<file path="src/rtl/hls_pr_axil_ctrl_slave.sv">
// AXI4-Lite control slave for an HLS kernel: start/done/idle handshake, IRQ enable/status, four 32-bit args.
// Latency: write visible and bvalid high the cycle after both AW and W are accepted; rvalid the cycle after AR.
// Backpressure: AW/W each stall while their beat is held or B is pending; AR stalls while R is pending.
// Ports: clk/reset_n; s_axil_* AXI4-Lite slave; ap_start/ap_done/ap_ready/ap_idle kernel handshake;
//        arg0..arg3 kernel arguments; interrupt level IRQ to the static region.
module hls_pr_axil_ctrl_slave #(
    parameter int ADDR_W = 12
) (
    input  logic        clk,
    input  logic        reset_n,
    input  logic [31:0] s_axil_awaddr,
    input  logic [2:0]  s_axil_awprot,
    input  logic        s_axil_awvalid,
    output logic        s_axil_awready,
    input  logic [31:0] s_axil_wdata,
    input  logic [3:0]  s_axil_wstrb,
    input  logic        s_axil_wvalid,
    output logic        s_axil_wready,
    output logic [1:0]  s_axil_bresp,
    output logic        s_axil_bvalid,
    input  logic        s_axil_bready,
    input  logic [31:0] s_axil_araddr,
    input  logic [2:0]  s_axil_arprot,
    input  logic        s_axil_arvalid,
    output logic        s_axil_arready,
    output logic [31:0] s_axil_rdata,
    output logic [1:0]  s_axil_rresp,
    output logic        s_axil_rvalid,
    input  logic        s_axil_rready,
    output logic        ap_start,
    input  logic        ap_done,
    input  logic        ap_ready,
    input  logic        ap_idle,
    output logic [31:0] arg0,
    output logic [31:0] arg1,
    output logic [31:0] arg2,
    output logic [31:0] arg3,
    output logic        interrupt
);
    localparam int IDX_W = ADDR_W - 2;
    localparam logic [1:0] RESP_OKAY   = 2'b00;
    localparam logic [1:0] RESP_SLVERR = 2'b10;

    typedef enum logic {W_IDLE, W_RESP} wstate_t;
    typedef enum logic {R_IDLE, R_DATA} rstate_t;

    wstate_t          wstate;
    rstate_t          rstate;
    logic             aw_held, w_held;
    logic [IDX_W-1:0] awidx_q;
    logic [31:0]      wdata_q;
    logic [3:0]       wstrb_q;

    logic             done_latch, ready_latch, auto_restart, gie;
    logic [1:0]       ier, isr;
    logic [31:0]      arg_r [4];

    logic             aw_hs, w_hs, ar_hs, commit, wr_err, rd_err, wr_reg, rd_ctrl;
    logic             we_ctrl, we_gie, we_ier, we_isr;
    logic [IDX_W-1:0] widx, ridx;
    logic [31:0]      wd, rd_val;
    logic [3:0]       ws;

    // Address bits outside the decoded window and the prot fields carry no meaning here.
    logic unused_bits;
    assign unused_bits = ^{s_axil_awaddr[31:ADDR_W], s_axil_awaddr[1:0], s_axil_awprot,
                           s_axil_araddr[31:ADDR_W], s_axil_araddr[1:0], s_axil_arprot};

    assign s_axil_awready = !aw_held && !s_axil_bvalid;
    assign s_axil_wready  = !w_held && !s_axil_bvalid;
    assign s_axil_arready = !s_axil_rvalid;

    assign aw_hs = s_axil_awvalid && s_axil_awready;
    assign w_hs  = s_axil_wvalid && s_axil_wready;
    assign ar_hs = s_axil_arvalid && s_axil_arready;

    // A beat arriving this cycle is used directly, so a write whose last beat lands
    // this cycle commits on the same edge instead of waiting for the held copy.
    assign widx   = aw_held ? awidx_q : s_axil_awaddr[ADDR_W-1:2];
    assign wd     = w_held ? wdata_q : s_axil_wdata;
    assign ws     = w_held ? wstrb_q : s_axil_wstrb;
    assign commit = (wstate == W_IDLE) && (aw_held || aw_hs) && (w_held || w_hs);
    assign wr_err = |widx[IDX_W-1:3];
    assign wr_reg = commit && !wr_err;

    assign we_ctrl = wr_reg && (widx[2:0] == 3'd0) && ws[0];
    assign we_gie  = wr_reg && (widx[2:0] == 3'd1) && ws[0];
    assign we_ier  = wr_reg && (widx[2:0] == 3'd2) && ws[0];
    assign we_isr  = wr_reg && (widx[2:0] == 3'd3) && ws[0];

    assign ridx    = s_axil_araddr[ADDR_W-1:2];
    assign rd_err  = |ridx[IDX_W-1:3];
    assign rd_ctrl = ar_hs && !rd_err && (ridx[2:0] == 3'd0);

    assign arg0 = arg_r[0];
    assign arg1 = arg_r[1];
    assign arg2 = arg_r[2];
    assign arg3 = arg_r[3];

    function automatic logic [31:0] merge(input logic [31:0] old, input logic [31:0] nw,
                                          input logic [3:0] strb);
        logic [31:0] r;
        r = old;
        for (int b = 0; b < 4; b++) begin
            if (strb[b]) r[8*b +: 8] = nw[8*b +: 8];
        end
        return r;
    endfunction

    // Read mux sees current register values, so a read accepted alongside a
    // write commit returns the pre-write contents.
    always_comb begin
        rd_val = 32'd0;
        if (!rd_err) begin
            case (ridx[2:0])
                3'd0: rd_val = {24'd0, auto_restart, 3'd0, ready_latch, ap_idle, done_latch, ap_start};
                3'd1: rd_val = {31'd0, gie};
                3'd2: rd_val = {30'd0, ier};
                3'd3: rd_val = {30'd0, isr};
                3'd4: rd_val = arg_r[0];
                3'd5: rd_val = arg_r[1];
                3'd6: rd_val = arg_r[2];
                default: rd_val = arg_r[3];
            endcase
        end
    end

    always_ff @(posedge clk or negedge reset_n) begin
        if (!reset_n) begin
            wstate        <= W_IDLE;
            aw_held       <= 1'b0;
            w_held        <= 1'b0;
            awidx_q       <= '0;
            wdata_q       <= 32'd0;
            wstrb_q       <= 4'd0;
            s_axil_bvalid <= 1'b0;
            s_axil_bresp  <= RESP_OKAY;
        end else begin
            if (aw_hs) begin
                aw_held <= 1'b1;
                awidx_q <= s_axil_awaddr[ADDR_W-1:2];
            end
            if (w_hs) begin
                w_held  <= 1'b1;
                wdata_q <= s_axil_wdata;
                wstrb_q <= s_axil_wstrb;
            end
            case (wstate)
                W_IDLE: if (commit) begin
                    wstate        <= W_RESP;
                    s_axil_bvalid <= 1'b1;
                    s_axil_bresp  <= wr_err ? RESP_SLVERR : RESP_OKAY;
                end
                W_RESP: if (s_axil_bready) begin
                    wstate        <= W_IDLE;
                    s_axil_bvalid <= 1'b0;
                    aw_held       <= 1'b0;
                    w_held        <= 1'b0;
                end
                default: wstate <= W_IDLE;
            endcase
        end
    end

    always_ff @(posedge clk or negedge reset_n) begin
        if (!reset_n) begin
            rstate        <= R_IDLE;
            s_axil_rvalid <= 1'b0;
            s_axil_rdata  <= 32'd0;
            s_axil_rresp  <= RESP_OKAY;
        end else begin
            case (rstate)
                R_IDLE: if (ar_hs) begin
                    rstate        <= R_DATA;
                    s_axil_rvalid <= 1'b1;
                    s_axil_rdata  <= rd_val;
                    s_axil_rresp  <= rd_err ? RESP_SLVERR : RESP_OKAY;
                end
                R_DATA: if (s_axil_rready) begin
                    rstate        <= R_IDLE;
                    s_axil_rvalid <= 1'b0;
                end
                default: rstate <= R_IDLE;
            endcase
        end
    end

    // Kernel-side events always win over software clears in the same cycle.
    always_ff @(posedge clk or negedge reset_n) begin
        if (!reset_n) begin
            ap_start     <= 1'b0;
            auto_restart <= 1'b0;
            done_latch   <= 1'b0;
            ready_latch  <= 1'b0;
            gie          <= 1'b0;
            ier          <= 2'd0;
            isr          <= 2'd0;
            interrupt    <= 1'b0;
            for (int i = 0; i < 4; i++) arg_r[i] <= 32'd0;
        end else begin
            if (we_ctrl) auto_restart <= wd[7];
            if (we_ctrl && wd[0]) ap_start <= 1'b1;
            else if (ap_ready && !auto_restart) ap_start <= 1'b0;
            done_latch  <= ap_done || (done_latch && !rd_ctrl);
            ready_latch <= ap_ready || (ready_latch && !rd_ctrl);
            if (we_gie) gie <= wd[0];
            if (we_ier) ier <= wd[1:0];
            isr <= {ap_ready, ap_done} | (isr & ~(we_isr ? wd[1:0] : 2'b00));
            for (int i = 0; i < 4; i++) begin
                if (wr_reg && widx[2] && (widx[1:0] == i[1:0])) arg_r[i] <= merge(arg_r[i], wd, ws);
            end
            interrupt <= gie && |(isr & ier);
        end
    end
endmodule

</file>
<file path="config.mk">
export PLATFORM = sky130hd
export DESIGN_NAME = hls_pr_axil_ctrl_slave
export DESIGN_NICKNAME = d
export VERILOG_FILES = /design/src/rtl/hls_pr_axil_ctrl_slave.sv
export SDC_FILE = /design/constraint.sdc
export NUM_CORES = 1
export LEC_CHECK = 0
export BUFFER_PORTS_ARGS = -buffer_cell sky130_fd_sc_hd__buf_2
export CORE_MARGIN = 2
export CORE_UTILIZATION = 45
export CTS_CLUSTER_SIZE = 20
export DETAILED_ROUTE_END_ITERATION = 10
export PLACE_DENSITY = 0.7
export REMOVE_ABC_BUFFERS = 1
export SLEW_MARGIN = 20
export SYNTH_ARGS = -nofsm -noshare
export SYNTH_HDL_FRONTEND = slang
export SYNTH_SLANG_ARGS = --single-unit
export TNS_END_PERCENT = 10
</file>
<file path="constraint.sdc">
create_clock -name clk -period 5.4 [get_ports clk]
set_input_delay 0.54 -clock clk [delete_from_list [all_inputs] [get_ports clk]]
set_output_delay 0.54 -clock clk [all_outputs]
set_load 0.02 [all_outputs]
</file>
* Word-level counts from Yosys, hierarchy flattened
Cells that the tools add are included.
** Cells by class
- Reductions and logical operators :: 67
- Eq/ne operators :: 16
- Bitwise operators :: 6
- Multiplexer cells :: 28
** Operator list (count)
- case mux 32 bit (7 select lines) :: 1
- 2-to-1 mux 32 bit :: 2
- AND reduction 2 bit :: 20
- logical AND 1 bit :: 28
- 2-to-1 mux 1 bit :: 16
- OR reduction 7 bit :: 2
- == test 3 x 2 -> 1 bit (second input constant) :: 4
- 2-to-1 mux 10 bit :: 1
- == test 3 bit (second input constant) :: 3
- zero test 1 bit :: 8
- != test 2 bit (second input constant) :: 4
- case mux 1 bit (2 select lines) :: 4
- == test 3 x 1 -> 1 bit (second input constant) :: 2
- zero test 3 bit :: 2
- 2-to-1 mux 2 bit :: 3
- AND 2 bit :: 2
- == test 2 bit (second input constant) :: 2
- logical OR 1 bit :: 4
- 2-to-1 mux 4 bit :: 1
- == test 2 x 1 -> 1 bit (second input constant) :: 1
- zero test 2 bit :: 1
- NOT 1 bit :: 2
- NOT 2 bit :: 1
- bitwise OR 2 bit :: 1
- 2 further kinds :: 2
** Storage, ports and cells
- Word-level logic and storage cells :: 153
- Output and inout port bits :: 171
- Flip-flop bits (word level) :: 226

* Logic depth before layout (Yosys ltp)
Gate-level depths: netlist of run 1.
- Word-level depth :: 13
- Depth in mapped cells :: 6

* Worst setup path before layout of run 1
OpenSTA, ideal clock, no wires.
- Path type :: input to register
- Start point :: in s_axil_awvalid
- End point :: reg arg_r, in the netlist arg1[0]
- Library setup time :: 0.125 ns
- Data arrival time :: 2.181 ns
- Path slack :: 3.094 ns
- Stages :: 5
- Cells stage by stage :: nor2b_1 -> o221ai_2 -> clkbuf_1 -> a2111oi_4 -> mux2_4
** Between the ends
- Word-level cells in the longest chain between the ends :: 8
** Ends and longest elaborated chain
- start, declared :: RTL line 13 : input logic s_axil_awvalid,
- logical AND 1 bit :: RTL line 73 : assign aw_hs = s_axil_awvalid && s_axil_awready;
- logical OR 1 bit :: RTL line 82 : assign commit = (wstate == W_IDLE) && (aw_held || aw_hs) && (w_held || w_hs);
- logical AND 1 bit (2 in series) :: RTL line 82
- logical AND 1 bit :: RTL line 84 : assign wr_reg = commit && !wr_err;
- logical AND 1 bit (2 in series) :: RTL line 210 : if (wr_reg && widx[2] && (widx[1:0] == i[1:0])) arg_r[i] <= merge(arg_r[i], wd, ws);
- AND reduction 2 bit (no line)
- end signal, assigned by index :: RTL line 210
- end, declared :: RTL line 56 : logic [31:0] arg_r [4];
Every way passes these cells.
A chain may end at the register's enable or synchronous reset.

* Worst setup path in the final report of run 1
- Start point :: reg aw_held
- End point :: reg arg_r, in the netlist arg1[3]
** Between the ends
- Word-level cells in the longest chain between the ends :: 10
- Elaborated cells between the ends (all ways) :: 14
- Those cells by class :: eq/ne: 1; mux: 1; reduce/logical: 12
** Ends and longest elaborated chain
- start, declared :: RTL line 49 : logic aw_held, w_held;
- start signal, assigned :: RTL line 131 : aw_held <= 1'b0;
- start signal, assigned :: RTL line 140 : aw_held <= 1'b1;
- start signal, assigned :: RTL line 157 : aw_held <= 1'b0;
- zero test 1 bit :: RTL line 69 : assign s_axil_awready = !aw_held && !s_axil_bvalid;
- logical AND 1 bit :: RTL line 69
- logical AND 1 bit :: RTL line 73
- logical OR 1 bit :: RTL line 82
- logical AND 1 bit (2 in series) :: RTL line 82
- logical AND 1 bit :: RTL line 84
- logical AND 1 bit :: RTL line 210
- logical AND 1 bit * :: RTL line 210
- AND reduction 2 bit (no line) *
Every way passes the cells marked *; elsewhere a longest branch is shown, timed or not.

==> flow_summary_export.csv, run 1 <==
group,metric,value,unit
logic_synthesis,synth_top_family_by_area,"multiplexers",
pwr,power.density,398,nW/um^2
layout,syn_to_final_growth,22.0,%
setup_path,worstSetupPathType,"register to register",
cts,cts_hold_buf,0,
placed_design,port_buffers,234,
logic_synthesis,netlist_area,10300,um^2
min_path,hp-class,"primary input to async pin",
timing,finalSetupViolCount,0,
timing,finClkSkew,0.0136,ns
logic_synthesis,synth_top_cell_area_share,0.544,
pwr,peakVddDrop,214,uV
logic_synthesis,yosysTopAreaCell,"dfrtp_1",
timing,tightestPinTransition,1.12,ns
cts,cts_post_setup_buffers_inserted,0,
logic_synthesis,synth-compound-area-share,0.136,
drt,wire_per_inst,20.8,um
floorplan,dieArea,24100,um^2
logic_synthesis,yosys-mux-area-fraction,0.243,
floorplan,core-area,22600,um^2
timing,totalNegativeSetupSlack,0,ns
logic_synthesis,synth_xor_area_frac,0,
layout,multi_input_area,4510,um^2
logic_synthesis,ys_seq_area_frac,0.544,
timing,final_max_slew_viol_count,0,
floorplan,start_util,0.457,
layout,nets,1093,
floorplan,ios,287,
timing,hold_violations,0,
logic_synthesis,synth_area_leaders,"dfrtp_1 54%, mux2_2 22%, a2111oi_4 4.3%",
timing,relSlewSlack,0.256,
drt,routed_wl,26600,um
cts,cts_resized,0,
cts,cts.sinks,224,
setup_path,cp_data_arrival_time,3.62,ns
pwr,p_leak,6.27,nW
setup_path,crit_fanout,22,
cts,ctsHtreeMaxLevel,1,
global_route,grt_pass1_vias,7190,
floorplan,rows,55,
status,status,"completed",
timing,fmax,310,MHz
drt,drc,0,
logic_synthesis,syn_inst,750,
cts,cts.path.max_buffers,3,
timing,rsz0062_at_grt,"false",
layout,fill_cells,1904,
global_route,grt_usage,0.219,
setup_path,cp.required,5.80,ns
timing,period_needed,3.23,ns
drt,via_per_inst,5.60,
logic_synthesis,synth-seq-cells,224,
global_route,antenna_found_initial,2,
drt,first_iter_violations,383,
cts,cts.clk_slew.worst_paths,0.06,ns
placed_design,gp_congestion,0.754,
setup_path,end_kind,"register",
setup_path,r2r_cells,4,
global_route,grt_pass1_wl,41600,um
logic_synthesis,ys_types,49,
logic_synthesis,synth-simple-area-share,0.0563,
drt,vias,7191,
timing,fin_crit_sh,0.598,
cts,clk_latency,0.52,ns
floorplan,die_w,155,um
layout,drive_gt1_frac,0.528,
drt,drtPass1Iterations,4,
global_route,grt-ovfl-total,0,
layout,seqCellArea,5610,um^2
logic_synthesis,avgSynthCellArea,13.7,um^2
logic_synthesis,synth_fa_ha_area_frac,0,
cts,cts_root_buf,"clkbuf_16",
logic_synthesis,yosys_warnings,0,
cts,cts_inserted_buffers,25,
layout,fin_util,0.557,
setup_path,start_kind,"register",
run,drv_cap,0,
global_route,grt_max_degree,117,
drt,postRouteAntennaNets,0,
cts,tritoncts,"yes",
placed_design,post-dp-hpwl,17000,um
floorplan,fp.dieH,155,um
## flip-flops by register name, indices dropped and copies added (netlist names), 2 cells and up
register	count
arg2	32
arg1	32
arg0	32
wstrb_q	4
awidx_q	10
arg3	32
s_axil_rdata	32
wdata_q	32
ier	2
isr	2
## synth_stat cells, drive strengths merged
cell,n
nand2,49
nand2b,2
o32a,1
nand3b,2
o21a,4
and3,1
nor4,4
a211o,27
nor3b,1
a21oi,4
nor2b,30
nand4,1
buf,12
a2111oi,19
o221a,1
conb,1
a221o,1
mux2,215
a22oi,5
nor3,2
dfrtp,224
nor4b,1
a22o,1
o21ai,39
inv,5
nand3,4
o31ai,5
nor2,12
or4,1
a21o,4
and3b,1
clkbuf,30
o22ai,1
a2111o,2
mux2i,5
a31oi,1
and2,3
a32oi,1
o221ai,28
## critical path: stages (launching register included)
cell	delay [ns]
dfrtp_1	0.70
nor4b_4	0.31
nand2_2	0.53
a2111oi_4	1.20
mux2_4	0.36
## layout by cell type (no fill, tap or decap), types with 6 or more instances in the layout
master / synthesis / routed
clkbuf_16: 0 / 25
a2111oi_4: 16 / 16
clkbuf_8: 0 / 7
nor2b_1: 30 / 30
o21ai_0: 39 / 39
buf_4: 6 / 6
buf_2: 1 / 233
mux2_2: 205 / 205
clkinv_2: 0 / 9
mux2_4: 8 / 8
a211o_1: 27 / 27
nand2_1: 48 / 46
o221ai_1: 27 / 27
dfrtp_1: 224 / 223
nor2_1: 12 / 12
## power breakdown
part	internal (mW)	switching [mW]	leakage, nW
registers	1.92	0.230	2.99
logic	0.526	0.641	2.86
clock network	0.992	0.685	0.415
total	3.44	1.56	6.27
## cell type report
type / instances / area share
multi-input combinational: 480 / 0.359
clock inverter: 12 / 0.00727
antenna: 2 / 0.000398
tap: 285 / 0.0284
timing repair buffer: 241 / 0.0991
sequential: 224 / 0.446
clock buffer: 34 / 0.0580
inverter: 5 / 0.00149
## routing by layer
layer,up-vias,global-route usage,part of all wire
li1,3256,-,-
met1,3649,0.302,0.45
met4,0,0.0415,0.014
met5,-,0.00621,0
met3,35,0.0504,0.075
met2,251,0.359,0.46
## logic make-up after synthesis
family          after synthesis
compound gates              144
buf+inv                      47
mux                         220
simple gates                114
other cells                   1
flops                       224
## metrics by stage
step	total power [mW]	worst slack (ns)	std cells	hold WS [ns]	instance area (um^2)
after floorplan	2.96	2.17	709	0.244	10100
after global placement	3.31	2.21	1234	0.435	11700
after detailed placement	3.35	2.15	1234	0.457	11700
after CTS	5.04	2.13	1280	0.148	12600
after global routing	5.24	1.99	1282	0.150	12600
final	5.00	2.17	1283	0.0720	12600
## path summary, 6_finish.rpt
path,startpoint,to,slack (ns)
worst min-delay path,reset_n,rstate,0.07
worst max-delay path,aw_held,arg1[3],2.17
max in group asynchronous,reset_n,arg1[27],4.25
worst max register to register,aw_held,arg1[3],2.17
worst min register to register,rstate,s_axil_rvalid,0.46
min in group clk,s_axil_rready,s_axil_rvalid,0.22
Note: power is estimated with default switching activity, not from simulation.
==> run 2: changes to the inputs <==
- clock period: 5.4 -> 3.2 ns (I/O delays scaled with it)
==> run 2 against run 1 <==
Effect of this change: combinational power grew 82%; utilization grew 1.6 points; clock power increased by 85%; power is 75% higher; critical path depth up 2; register-to-register slack got worse by 1.5 ns; non-clock buffer count increased by 31; final area increased by 2.9%; setup slack worse by 1.5 ns; critical path type unchanged.
==> flow_summary_export.csv, run 2 (synthesis gave the netlist of run 1 again) <==
group,metric,value,unit
timing,tightestPinTransition,1.00,ns
cts,cts_resized,0,
drt,first_iter_violations,352,
global_route,grt_pass1_wl,42600,um
layout,fin_util,0.573,
layout,layout_common_cells,"233 x buf_2, 223 x dfrtp_1, 205 x mux2_2",
placed_design,gp_congestion,0.752,
cts,cts_inserted_buffers,24,
setup_path,cp_top_family,"simple AND/OR/NAND/NOR gates",
drt,postRouteAntennaNets,0,
drt,drtPass1Iterations,5,
drt,routed_wl,27100,um
setup_path,worstSetupPathType,"register to register",
cts,cts_root_buf,"clkbuf_16",
cts,cts_hold_buf,4,
setup_path,r2r_cells,6,
pwr,total_power,8.76,mW
drt,wire_per_inst,20.7,um
setup_path,start_kind,"register",
status,status,"completed",
global_route,grt_max_degree,85,
setup_path,end_kind,"register",
placed_design,port_buffers,234,
drt,via_per_inst,5.53,
placed_design,dp_cells,1261,
timing,fin_crit_sh,0.782,
setup_path,critPathBufInv,2,
setup_path,worst-path-stages,6,
timing,hold_violations,0,
placed_design,dp_slack,0.684,ns
layout,fin_cells,1312,
floorplan,rows,55,
layout,multi_input_area,4510,um^2
timing,totalNegativeSetupSlack,0,ns
floorplan,fp.dieH,155,um
timing,timing.hold.ws,0.0507,ns
timing,final_max_slew_viol_count,0,
floorplan,ios,287,
timing,finalSetupViolCount,0,
setup_path,timing.rr.start,"awidx_q[6]",
setup_path,crit_fanout,12,
cts,clk_latency,0.52,ns
cts,cts.path.max_buffers,3,
setup_path,r2r-end,"auto_restart",
min_path,hp-class,"primary input to register",
setup_path,path_cells,"nor4_1 > nand2_2 > buf_12 > a2111oi_0 > buf_4 > mux2_2",
timing,fmax,400,MHz
cts,ctsHtreeMaxLevel,1,
drt,drc,0,
timing,period_needed,2.50,ns
cts,cts_post_setup_buffers_inserted,0,
setup_path,cp.required,3.59,ns
global_route,grt-ovfl-total,0,
placed_design,placed_area,12000,um^2
pwr,power.density,677,nW/um^2
pwr,peakVddDrop,314,uV
placed_design,post-dp-hpwl,17800,um
setup_path,slowest_delay,0.47,ns
pwr,p_leak,6.47,nW
cts,cts.sinks,224,
floorplan,core-area,22600,um^2
layout,drive_gt1_frac,0.537,
setup_path,crit_end,"auto_restart",
layout,syn_to_final_growth,25.4,%
layout,fill_cells,1911,
setup_path,cp_data_arrival_time,2.89,ns
layout,final_cell_area,12900,um^2
layout,nets,1123,
layout,layout_commonest_cell,"buf_2",
layout,seqCellArea,5610,um^2
timing,finClkSkew,0.0125,ns
setup_path,startpoint,"awidx_q[6]",
floorplan,die_w,155,um
timing,timing.final.ws_setup,0.697,ns
floorplan,dieArea,24100,um^2
timing,relSlewSlack,0.328,
floorplan,start_util,0.457,
global_route,antenna_found_initial,2,
run,drv_cap,0,
setup_path,cp_slowest_cell,"a2111oi_0",
cts,tritoncts,"yes",
setup_path,regToRegSetupSlack,0.70,ns
global_route,grt_pass1_vias,7460,
drt,vias,7260,
timing,rsz0062_at_grt,"false",
cts,cts.clk_slew.worst_paths,0.06,ns
global_route,grt_usage,0.226,
==> run 2: changes by cell type in the layout (fill, tap and decap cells not counted) <==
cell | before | now
dfrtp_4 | 1 | 0
dfrtp_2 | 0 | 1
clkinv_2 | 9 | 4
and2_4 | 1 | 0
buf_4 | 6 | 30
buf_12 | 1 | 4
bufinv_16 | 1 | 5
clkbuf_1 | 2 | 3
inv_6 | 1 | 0
and2_2 | 0 | 1
clkinvlp_4 | 1 | 0
dlygate4sd3_1 | 0 | 4
==> run 2: worst min-delay path by stage <==
stage,from,endpoint,slack [ns],depth (start not counted)
after CTS,s_axil_wdata[1],wdata_q[1],0.03,2
after detailed placement,reset_n,s_axil_rvalid,0.38,1
after floorplan,reset_n,ap_start,0.02,0
final,s_axil_wdata[1],wdata_q[1],0.05,2
after global routing,s_axil_wdata[27],wdata_q[27],0.04,2
after global placement,reset_n,s_axil_rvalid,0.37,1
==> run 2: per-layer routing <==
metal / routed length (um) / GRT usage / vias to the layer above
met5: 0 / 0 / -
met4: 373 / 0.0446 / 0
met3: 2140 / 0.0532 / 29
met2: 12700 / 0.371 / 257
met1: 11900 / 0.308 / 3664
li1: - / - / 3310
==> run 2: where the power goes <==
part | total (mW) | switching (mW) | leakage (nW) | internal, mW
Sequential | 3.52 | 0.277 | 2.99 | 3.24
Clock | 3.11 | 1.12 | 0.448 | 1.99
Combinational | 2.13 | 1.20 | 3.04 | 0.930
==> run 2: final cells by class <==
class / count / share of cell area
timing repair buffer: 272 / 0.118
sequential: 224 / 0.434
multi-input combinational: 480 / 0.349
clock inverter: 9 / 0.0132
tap: 285 / 0.0276
clock buffer: 35 / 0.0567
antenna: 2 / 0.000387
inverter: 5 / 0.00145
